## src/rtl/lin_approx_ctrl_if.sv

```systemverilog
// ---------------------------------------------------------------------------
// lin_approx_ctrl_if
// Plaintext-out / ciphertext-back link between the linear-approximation
// controller and an external pipelined cipher core.
//   pt_data / pt_valid : plaintext offered by the controller
//   pt_ready           : cipher accepts (transfer = pt_valid & pt_ready)
//   ct_data / ct_valid : ciphertext returned in issue order, never stalled
// Modports: master = controller side, slave = cipher side.
// ---------------------------------------------------------------------------
interface lin_approx_ctrl_if #(
    parameter int DATA_W = 64
);
    logic [DATA_W-1:0] pt_data;
    logic              pt_valid;
    logic              pt_ready;
    logic [DATA_W-1:0] ct_data;
    logic              ct_valid;

    modport master (
        output pt_data,
        output pt_valid,
        input  pt_ready,
        input  ct_data,
        input  ct_valid
    );

    modport slave (
        input  pt_data,
        input  pt_valid,
        output pt_ready,
        output ct_data,
        output ct_valid
    );
endinterface

```

## src/rtl/lin_approx_ctrl.sv

```systemverilog
// ---------------------------------------------------------------------------
// lin_approx_ctrl
// Linear-approximation experiment controller. Generates plaintexts from an
// LFSR, streams them to a pipelined cipher core, matches the in-order
// ciphertexts against the remembered plaintexts and counts, for each of
// NUM_MASKS mask pairs, how often parity(pt&mi) == parity(ct&mo).
//
// Ports
//   clk, rst           : clock, synchronous active-high reset
//   start              : begin a run (accepted in IDLE or DONE)
//   restart_block      : abort to IDLE, priority over start
//   seed, polynomial   : LFSR start value and feedback taps (sampled at start)
//   counter_limit      : plaintexts per run (sampled at start)
//   mask_i, mask_o     : packed mask pairs, pair k at [k*DATA_W +: DATA_W]
//   cipher             : pt/ct link (master modport)
//   counters           : packed match counts, pair k at [k*CNT_W +: CNT_W]
//   issued             : plaintexts transferred this run
//   done               : high while in DONE
// ---------------------------------------------------------------------------
module lin_approx_ctrl #(
    parameter int DATA_W       = 64,
    parameter int CNT_W        = 64,
    parameter int NUM_MASKS    = 4,
    parameter int MAX_INFLIGHT = 16   // power of two, >= 2
) (
    input  logic                          clk,
    input  logic                          rst,
    input  logic                          start,
    input  logic                          restart_block,
    input  logic [DATA_W-1:0]             seed,
    input  logic [DATA_W-1:0]             polynomial,
    input  logic [CNT_W-1:0]              counter_limit,
    input  logic [NUM_MASKS*DATA_W-1:0]   mask_i,
    input  logic [NUM_MASKS*DATA_W-1:0]   mask_o,
    lin_approx_ctrl_if.master             cipher,
    output logic [NUM_MASKS*CNT_W-1:0]    counters,
    output logic [CNT_W-1:0]              issued,
    output logic                          done
);
    localparam int AW  = $clog2(MAX_INFLIGHT);
    localparam int OW  = AW + 1;        // holds 0..MAX_INFLIGHT
    localparam int OW1 = OW + 1;        // headroom for fifo + stale sums
    localparam logic [OW:0] MAX_V = OW1'(MAX_INFLIGHT);

    typedef enum logic [1:0] {S_IDLE, S_RUN, S_DRAIN, S_DONE} state_t;

    state_t                      state_q;
    logic                        done_q;
    logic [DATA_W-1:0]           lfsr_q;
    logic [DATA_W-1:0]           poly_q;
    logic [CNT_W-1:0]            limit_q;
    logic [CNT_W-1:0]            issued_q;
    logic [CNT_W-1:0]            retired_q;
    logic [NUM_MASKS*DATA_W-1:0] mask_i_q;
    logic [NUM_MASKS*DATA_W-1:0] mask_o_q;

    // In-flight plaintext buffer. Shallow, so the head is read directly:
    // the retiring ciphertext must be matched in the same cycle it arrives.
    logic [DATA_W-1:0]           fifo_mem [MAX_INFLIGHT];
    logic [AW-1:0]               wr_ptr_q;
    logic [AW-1:0]               rd_ptr_q;
    logic [OW-1:0]               fifo_cnt_q;
    // Ciphertexts still owed by the cipher for aborted runs; they arrive
    // before any item of the current run and are dropped.
    logic [OW-1:0]               stale_q;

    logic [OW:0]                 inflight;
    logic [OW:0]                 stale_flush;
    logic                        pt_valid_int;
    logic                        push;
    logic                        pop;
    logic                        stale_hit;
    logic                        abort;
    logic                        launch;
    logic                        flush;
    logic [DATA_W-1:0]           head;
    logic [DATA_W-1:0]           lfsr_next;
    logic [NUM_MASKS-1:0]        match;

    assign inflight     = {1'b0, fifo_cnt_q} + {1'b0, stale_q};
    assign pt_valid_int = (state_q == S_RUN) && (issued_q < limit_q) && (inflight < MAX_V);
    assign push         = pt_valid_int && cipher.pt_ready;
    assign stale_hit    = cipher.ct_valid && (stale_q != '0);
    assign pop          = cipher.ct_valid && (stale_q == '0) && (fifo_cnt_q != '0);
    assign head         = fifo_mem[rd_ptr_q];
    assign lfsr_next    = {lfsr_q[DATA_W-2:0], ^(lfsr_q & poly_q)};

    assign abort  = restart_block;
    assign launch = start && !restart_block && ((state_q == S_IDLE) || (state_q == S_DONE));
    assign flush  = abort || launch;

    // Everything still owed by the cipher becomes stale on a flush,
    // including a transfer happening this very cycle, minus whatever
    // ciphertext comes back this cycle.
    assign stale_flush = inflight + {{OW{1'b0}}, push} - {{OW{1'b0}}, (stale_hit || pop)};

    assign cipher.pt_data  = lfsr_q;
    assign cipher.pt_valid = pt_valid_int;
    assign issued          = issued_q;
    assign done            = done_q;

    always_ff @(posedge clk) begin
        if (push) begin
            fifo_mem[wr_ptr_q] <= lfsr_q;
        end
    end

    genvar gi;
    generate
        for (gi = 0; gi < NUM_MASKS; gi++) begin : g_mask
            logic [CNT_W-1:0] cnt_q;

            assign match[gi] = ~^((head & mask_i_q[gi*DATA_W +: DATA_W]) ^
                                  (cipher.ct_data & mask_o_q[gi*DATA_W +: DATA_W]));

            always_ff @(posedge clk) begin
                if (rst || flush) begin
                    cnt_q <= '0;
                end else if (pop && match[gi]) begin
                    cnt_q <= cnt_q + 1'b1;
                end
            end

            assign counters[gi*CNT_W +: CNT_W] = cnt_q;
        end
    endgenerate

    always_ff @(posedge clk) begin
        if (rst) begin
            state_q    <= S_IDLE;
            done_q     <= 1'b0;
            lfsr_q     <= '0;
            poly_q     <= '0;
            limit_q    <= '0;
            mask_i_q   <= '0;
            mask_o_q   <= '0;
            issued_q   <= '0;
            retired_q  <= '0;
            wr_ptr_q   <= '0;
            rd_ptr_q   <= '0;
            fifo_cnt_q <= '0;
            stale_q    <= '0;
        end else begin
            if (flush) begin
                wr_ptr_q   <= '0;
                rd_ptr_q   <= '0;
                fifo_cnt_q <= '0;
                stale_q    <= stale_flush[OW-1:0];
            end else begin
                if (push) wr_ptr_q <= wr_ptr_q + 1'b1;
                if (pop)  rd_ptr_q <= rd_ptr_q + 1'b1;
                if (push && !pop) begin
                    fifo_cnt_q <= fifo_cnt_q + 1'b1;
                end else if (!push && pop) begin
                    fifo_cnt_q <= fifo_cnt_q - 1'b1;
                end
                if (stale_hit) stale_q <= stale_q - 1'b1;
            end

            if (push) lfsr_q <= lfsr_next;

            if (abort) begin
                state_q   <= S_IDLE;
                done_q    <= 1'b0;
                issued_q  <= '0;
                retired_q <= '0;
            end else if (launch) begin
                lfsr_q    <= seed;
                poly_q    <= polynomial;
                limit_q   <= counter_limit;
                mask_i_q  <= mask_i;
                mask_o_q  <= mask_o;
                issued_q  <= '0;
                retired_q <= '0;
                if (counter_limit == '0) begin
                    state_q <= S_DONE;
                    done_q  <= 1'b1;
                end else begin
                    state_q <= S_RUN;
                    done_q  <= 1'b0;
                end
            end else begin
                if (push) issued_q  <= issued_q + 1'b1;
                if (pop)  retired_q <= retired_q + 1'b1;
                case (state_q)
                    S_RUN: begin
                        if (push && (issued_q + 1'b1 == limit_q)) state_q <= S_DRAIN;
                    end
                    S_DRAIN: begin
                        // The last item can only retire after it was issued,
                        // so completion is only looked for here.
                        if (pop && (retired_q + 1'b1 == limit_q)) begin
                            state_q <= S_DONE;
                            done_q  <= 1'b1;
                        end
                    end
                    default: ;
                endcase
            end
        end
    end
endmodule

```

## src/flat_wrapper.sv

```systemverilog
// flat-port wrapper written by rule: the top's interface ports become plain ports
module lin_approx_ctrl_flat 
#(
    parameter int DATA_W       = 64,
    parameter int CNT_W        = 64,
    parameter int NUM_MASKS    = 4,
    parameter int MAX_INFLIGHT = 16                        
)
  (clk, rst, start, restart_block, seed, polynomial, counter_limit, mask_i, mask_o, counters, issued, done, cipher_pt_data, cipher_pt_valid, cipher_pt_ready, cipher_ct_data, cipher_ct_valid);
  lin_approx_ctrl_if #(.DATA_W(DATA_W)) cipher_i ();
  input  logic clk;
  input  logic rst;
  input  logic start;
  input  logic restart_block;
  input  logic [DATA_W-1:0] seed;
  input  logic [DATA_W-1:0] polynomial;
  input  logic [CNT_W-1:0] counter_limit;
  input  logic [NUM_MASKS*DATA_W-1:0] mask_i;
  input  logic [NUM_MASKS*DATA_W-1:0] mask_o;
  output logic [NUM_MASKS*CNT_W-1:0] counters;
  output logic [CNT_W-1:0] issued;
  output logic done;
  output wire logic [$bits(cipher_i.pt_data)-1:0] cipher_pt_data;
  output wire logic [$bits(cipher_i.pt_valid)-1:0] cipher_pt_valid;
  input wire logic [$bits(cipher_i.pt_ready)-1:0] cipher_pt_ready;
  input wire logic [$bits(cipher_i.ct_data)-1:0] cipher_ct_data;
  input wire logic [$bits(cipher_i.ct_valid)-1:0] cipher_ct_valid;
  assign cipher_pt_data = cipher_i.pt_data;
  assign cipher_pt_valid = cipher_i.pt_valid;
  assign cipher_i.pt_ready = cipher_pt_ready;
  assign cipher_i.ct_data = cipher_ct_data;
  assign cipher_i.ct_valid = cipher_ct_valid;
  lin_approx_ctrl #(.DATA_W(DATA_W), .CNT_W(CNT_W), .NUM_MASKS(NUM_MASKS), .MAX_INFLIGHT(MAX_INFLIGHT)) u_core (.clk(clk), .rst(rst), .start(start), .restart_block(restart_block), .seed(seed), .polynomial(polynomial), .counter_limit(counter_limit), .mask_i(mask_i), .mask_o(mask_o), .cipher(cipher_i), .counters(counters), .issued(issued), .done(done));
endmodule
```

## config.mk

```make
export PLATFORM = sky130hd
export DESIGN_NAME = lin_approx_ctrl_flat
export DESIGN_NICKNAME = d
export VERILOG_FILES = /design/src/rtl/lin_approx_ctrl_if.sv /design/src/rtl/lin_approx_ctrl.sv /design/src/flat_wrapper.sv
export SDC_FILE = /design/constraint.sdc
export NUM_CORES = 2
export LEC_CHECK = 0
export CORE_ASPECT_RATIO = 0.9
export CORE_MARGIN = 5
export CORE_UTILIZATION = 50
export CTS_CLUSTER_SIZE = 8
export DETAILED_ROUTE_END_ITERATION = 8
export GPL_ROUTABILITY_DRIVEN = 0
export PLACE_DENSITY_LB_ADDON = 0.2
export SYNTH_ARGS = -nofsm -noshare
export SYNTH_HDL_FRONTEND = slang
export SYNTH_SLANG_ARGS = --single-unit
```

## constraint.sdc

```tcl
create_clock -name clk -period 10 [get_ports clk]
set_input_delay 2 -clock clk [delete_from_list [all_inputs] [get_ports clk]]
set_output_delay 2 -clock clk [all_outputs]
set_load 0.1 [all_outputs]
```

Yosys cells after proc, flatten, opt, wreduce, memory -nomap -nowiden. Memory sizes are Yosys's and may differ from the RTL's. A register that Yosys moved wholly into a read port is not among the register bits. Cells that the tools add are included.

Logic and storage cells: 119. Memories kept: 1. Output and inout port bits: 386. Flip-flop bits (word level): 1109. Memory bits (writable): 1024. Bits of input ports: 774.

Memories: u_core.fifo_mem (depth 16, width 64, rd ports 1, clocked after Yosys merged registers in 1, write ports 1, line lin_approx_ctrl.sv:59) `logic [DATA_W-1:0] fifo_mem [MAX_INFLIGHT];`.

Reductions and logical operators: 44. $lt $le $gt $ge: 2. Bitwise operators: 14. Equal/unequal tests: 7. Add/sub/neg operators: 14. Muxes and demuxes: 20.

Operators with widths (count): $and 64x64->64 (9); $add 64x1->64 const B (6); $reduce_xnor 64->1 (4); $xor 64x64->64 (4); $mux 64 (3); $eq 64x64->1 (2); $logic_not 64->1 (1); $lt 64x64->1 (1); $reduce_xor 64->1 (1); $mux 5 (4); $logic_and 1x1->1 (16); $reduce_bool 5->1 (2); $sub 5x1->5 const B (2); $add 4x1->4 const B (2); $mux 2 (4); $mux 4 (2); $reduce_bool 2->1 (4); $add 5x5->6 (1); $lt 6x5->1 const B (1); $mux 1 (6); $add 5x1->5 (1); $add 5x1->5 const B (1); $logic_not 5->1 (1); $sub 5x1->5 (1); 14 further kinds (22).

Longest topological paths before layout.
Depth after elaboration: 8. Mapped depth: 24. Gate-level depth less buffers: 21.

Worst setup path before layout. No wires, ideal clock.

Path type: register to register. Start: register u_core.issued_q[9], in the netlist u_core.issued[9]. End: memory u_core.fifo_mem[3][0] (enable). Arrival: 8.000 ns. Clock period less this slack: 8.564 ns. Slack: 1.436 ns. Required time: 9.435 ns. Stages on the path, launching flop included: 16. Path buffers: 2. Setup time: 0.565 ns. Cell sequence: dfxtp_1 -> ha_1 -> a21o_1 -> a21o_1 -> a21o_1 -> a21o_1 -> a21o_1 -> a21o_1 -> a211oi_1 -> o21ai_0 -> a221o_1 -> clkbuf_1 -> inv_1 -> clkbuf_1 -> nand2_1 -> nor3_1.

Longest elaborated chain between the ends: 6.

Ends and longest elaborated chain: from (decl) (line lin_approx_ctrl.sv:52) `logic [CNT_W-1:0] issued_q;`; from (signal assigned) (line lin_approx_ctrl.sv:183) `if (push) issued_q <= issued_q + 1'b1;`; $lt 64x64->1 (line lin_approx_ctrl.sv:81) `assign pt_valid_int = (state_q == S_RUN) && (issued_q < limit_q) && (inflight < MAX_V);`; $logic_and 1x1->1 (2 in a row) (line lin_approx_ctrl.sv:81); $logic_and 1x1->1 (line lin_approx_ctrl.sv:82) `assign push = pt_valid_int && cipher.pt_ready;`; $mux 1 (line lin_approx_ctrl.sv:103) `if (push) begin`; $mux 1 (not written as such) (line lin_approx_ctrl.sv:104) `fifo_mem[wr_ptr_q] <= lfsr_q;`; to (decl) (line lin_approx_ctrl.sv:59).

Every way passes these cells.

==> flow_metrics.py <==
metrics = {
    "global_routing": {
        "antenna_found_initial": 124,
        "grt_pass1_vias": 72600,
        "overflow": 0,
        "grt_max_degree": 189,
        "grt_pass1_wl_um": 525000,
        "grt_use_total_pct": 36.1,
    },
    "detailed_routing": {
        "first_pass_iters": 6,
        "wl_per_cell_um": 29.5,
        "ant_nets": 0,
        "drcViolationCount": 0,
        "vias": 77500,
        "vias_per_cell": 6.05,
        "wl_um": 378000,
        "initialDrtViolationCount": 11500,
    },
    "sta": {
        "hold_viol": 0,
        "relSlewSlack_pct": 7.60,
        "finalSetupViolations": 0,
        "hold_ws_ns": 0.452,
        "skew_ns": 0.0708,
        "finalSetupTns_ns": 0,
        "drv_slew": 0,
        "timing.final.ws_setup_ns": 2.98,
        "max_freq_mhz": 142,
        "finalCritPeriodShare_pct": 70.2,
        "rsz0062_at_grt": "false",
        "finalCriticalPeriod_ns": 7.02,
        "tightest_slew_ns": 1.37,
    },
    "die": {
        "die_area_sq_um": 200000,
        "ios": 1160,
        "rows": 152,
        "core_area_sq_um": 191000,
        "initial_core_util_pct": 50.2,
        "die_h_um": 425,
        "chipWidth_um": 471,
    },
    "power": {
        "swShare_pct": 27.4,
        "peakVddDrop_uv": 302,
        "leakagePower_nw": 38.1,
        "p_int_mw": 16.3,
        "power_density_nw_per_um2": 190,
        "p_total_mw": 22.4,
        "switchingPower_mw": 6.14,
        "pwr-share-comb_pct": 14.3,
        "seq_power_share_pct": 42.9,
        "clkPwrFrac_pct": 42.8,
    },
    "yosys": {
        "ys_types": 77,
        "synth_warnings": 0,
        "mappedNetlistNets": 9785,
        "synth-edff-count": 1024,
        "avgSynthCellArea_sq_um": 10.7,
        "synthCells": 8916,
        "synth-main-ff-cell": "dfxtp_1",
        "ys_seq_area_share_pct": 55.4,
        "ys_ff_latch": 2137,
        "syn-cell-area_sq_um": 95700,
        "synthArstFlopShare_pct": 0,
    },
    "flow_run": {
        "max_cap_violations": 0,
    },
    "finish": {
        "syn_to_final_growth_pct": 23.6,
        "fin_cells": 12800,
        "fill_cells": 15200,
        "final_nets": 10900,
        "layout_common_cells": "2177 x nand2_1, 1141 x clkdlybuf4s50_1, 1109 x dfxtp_1",
        "layout_commonest_cell": "nand2_1",
        "drive_gt1_share_pct": 7.90,
        "multi_input_area_sq_um": 40000,
        "register_area_sq_um": 53000,
    },
    "clocking": {
        "hold_buffers": 0,
        "worstSkewPairLatency_ns": 0.92,
        "clk_pin_slew_worst_paths_ns": 0.05,
        "cts_tree": "built",
        "cts_resized": 0,
        "post_cts_buffers": 0,
        "cts_inserted_buffers": 318,
        "cts_buffer_depth": 4,
        "cts-root-buf": "clkbuf_16",
        "cts.sinks": 2137,
        "cts_max_level": 5,
    },
    "setup_path": {
        "cp-end-kind": "flop",
        "crit_type": "flop to flop",
        "cp_cell_sequence": "buf_12, mux4_2, mux2i_1, mux2i_1, nand2_1, xor2_1, xnor2_1, xnor3_1, xnor3_1, xor3_1, nand3_1, or4_1, a21oi_1",
        "critPathTopFamily": "XOR/XNOR gates",
        "max_stage_delay_ns": 0.91,
        "cp_num_buf_inv": 1,
        "cp-start-kind": "flop",
        "path_max_fanout": 96,
        "cp_slowest_cell": "mux2i_1",
        "r2r_cells": 13,
        "r2r_slack_ns": 2.98,
        "arrival_ns": 7.79,
        "crit_required_ns": 10.77,
        "r2r_end": "u_core.g_mask[1].cnt_q[56]",
    },
    "placed_design": {
        "hpwl_um": 268000,
        "portBuffers": 1159,
        "post-place-ws_ns": 2.18,
        "dp_cells": 12300,
    },
    "min_path": {
        "holdPathStages": 2,
        "hold_start": "u_core.poly_q[13]",
        "hold_end": "u_core.poly_q[13]",
        "hold_class": "flop to flop",
    },
    "run_status": {
        "status": "finished, final reports clean",
    },
}
[Yosys cell counts, drive strengths merged (7+ instances only)]
master | instances | area, sq um
nand2b | 20 | 125
dfxtp | 1113 | 22300
o22ai | 8 | 50.1
and2 | 50 | 313
clkbuf | 375 | 1410
edfxtp | 1024 | 30700
o211ai | 11 | 82.6
o21ai | 76 | 380
and3 | 101 | 632
or4 | 49 | 368
and4 | 30 | 263
nor4b | 11 | 96.3
a21o | 31 | 233
nand2 | 2179 | 8180
xnor2 | 651 | 5710
a311oi | 64 | 561
o21a | 14 | 105
a31oi | 10 | 62.6
o31ai | 36 | 270
mux2i | 181 | 1820
or3 | 70 | 438
nand4 | 155 | 970
mux2 | 7 | 78.8
ha | 92 | 1150
xnor3 | 32 | 721
a21oi | 779 | 3900
xor2 | 348 | 3050
nor3 | 79 | 395
nand3b | 12 | 90.1
nor2b | 18 | 113
nor2 | 464 | 1740
mux4 | 261 | 5890
nor4 | 84 | 532
buf | 105 | 891
a211oi | 15 | 113
or2 | 9 | 56.3
nand3 | 152 | 761
inv | 139 | 522
[worst max-delay path by stage]
stage | to | slack, ns | depth (start not counted)
after global placement | u_core.g_mask[1].cnt_q[60] | 2.27 | 13
final | u_core.g_mask[1].cnt_q[56] | 2.98 | 13
after floorplan | u_core.fifo_mem[3][0] | 1.44 | 15
after global routing | u_core.g_mask[3].cnt_q[46] | 2.56 | 13
after detailed placement | u_core.g_mask[1].cnt_q[60] | 2.18 | 13
after CTS | u_core.g_mask[1].cnt_q[60] | 2.88 | 12
[power by group through the flow]
stage	clock network [mW]	registers, mW	logic (mW)
2_1_floorplan	0	9.81	1.76
3_3_place_gp	0	9.77	3.16
3_5_place_dp	0	9.78	3.18
4_1_cts	9.65	9.61	3.20
5_1_grt	10.0	9.61	3.40
6_report	9.59	9.63	3.21
[worst register-to-register path, cell delays in order (launching register included)]
cell	delay, ns
dfxtp_4	0.84
buf_12	0.62
mux4_2	0.56
mux2i_1	0.08
mux2i_1	0.91
nand2_1	0.17
xor2_1	0.24
xnor2_1	0.15
xnor3_1	0.41
xnor3_1	0.74
xor3_1	0.80
nand3_1	0.57
or4_1	0.63
a21oi_1	0.16
[metal layers]
layer	wire (um)	GRT usage [%]
met5	249	0
met4	27600	22.0
met3	49400	11.5
met2	163000	53.3
met1	137000	46.5
[state kept, by name (all words and copies together), names as in the netlist, named ones only]
| name | flops |
|---|---|
| u_core.fifo_mem | 1024 |
| u_core.g_mask.cnt_q | 256 |
| u_core.mask_i_q | 256 |
| u_core.mask_o_q | 256 |
| u_core.cipher.pt_data | 64 |
| u_core.issued | 64 |
| u_core.limit_q | 64 |
| u_core.poly_q | 64 |
| u_core.retired_q | 64 |
| u_core.fifo_cnt_q | 5 |
| u_core.stale_q | 5 |
| u_core.rd_ptr_q | 4 |
| u_core.wr_ptr_q | 4 |
| u_core.state_q | 2 |
| u_core.done | 1 |
[kinds of logic after synthesis]
| group | count (synthesis) | share of synthesized area [%] |
|---|---|---|
| flip-flops | 2137 | 55.4 |
| multiplexers | 449 | 8.13 |
| AND/OR/NAND/NOR | 3496 | 15.9 |
| buffers and inverters | 619 | 2.95 |
| XOR/XNOR | 1034 | 9.98 |
| AO/OA/AOI/OAI | 1086 | 6.41 |
| adder cells (fa/ha/maj) | 95 | 1.27 |
[layout make-up]
class                      instances  share of cell area (%)
multi-input combinational       6160                    33.8
clock buffer                     454                    7.25
timing repair buffer            1293                    10.7
antenna                           87                   0.184
tap                             2541                    2.69
sequential                      2137                    44.9
inverter                         139                   0.443
clock inverter                     9                  0.0635
[per-stage QoR]
| step | util, % | cell area [sq um] |
|---|---|---|
| finish | 62.1 | 118000 |
| detailed placement | 57.4 | 109000 |
| CTS | 61.9 | 118000 |
| global route | 62.0 | 118000 |
| floorplan | - | 95700 |
| global placement | 57.4 | 109000 |
No activity file was read; power rests on OpenSTA's default activity.
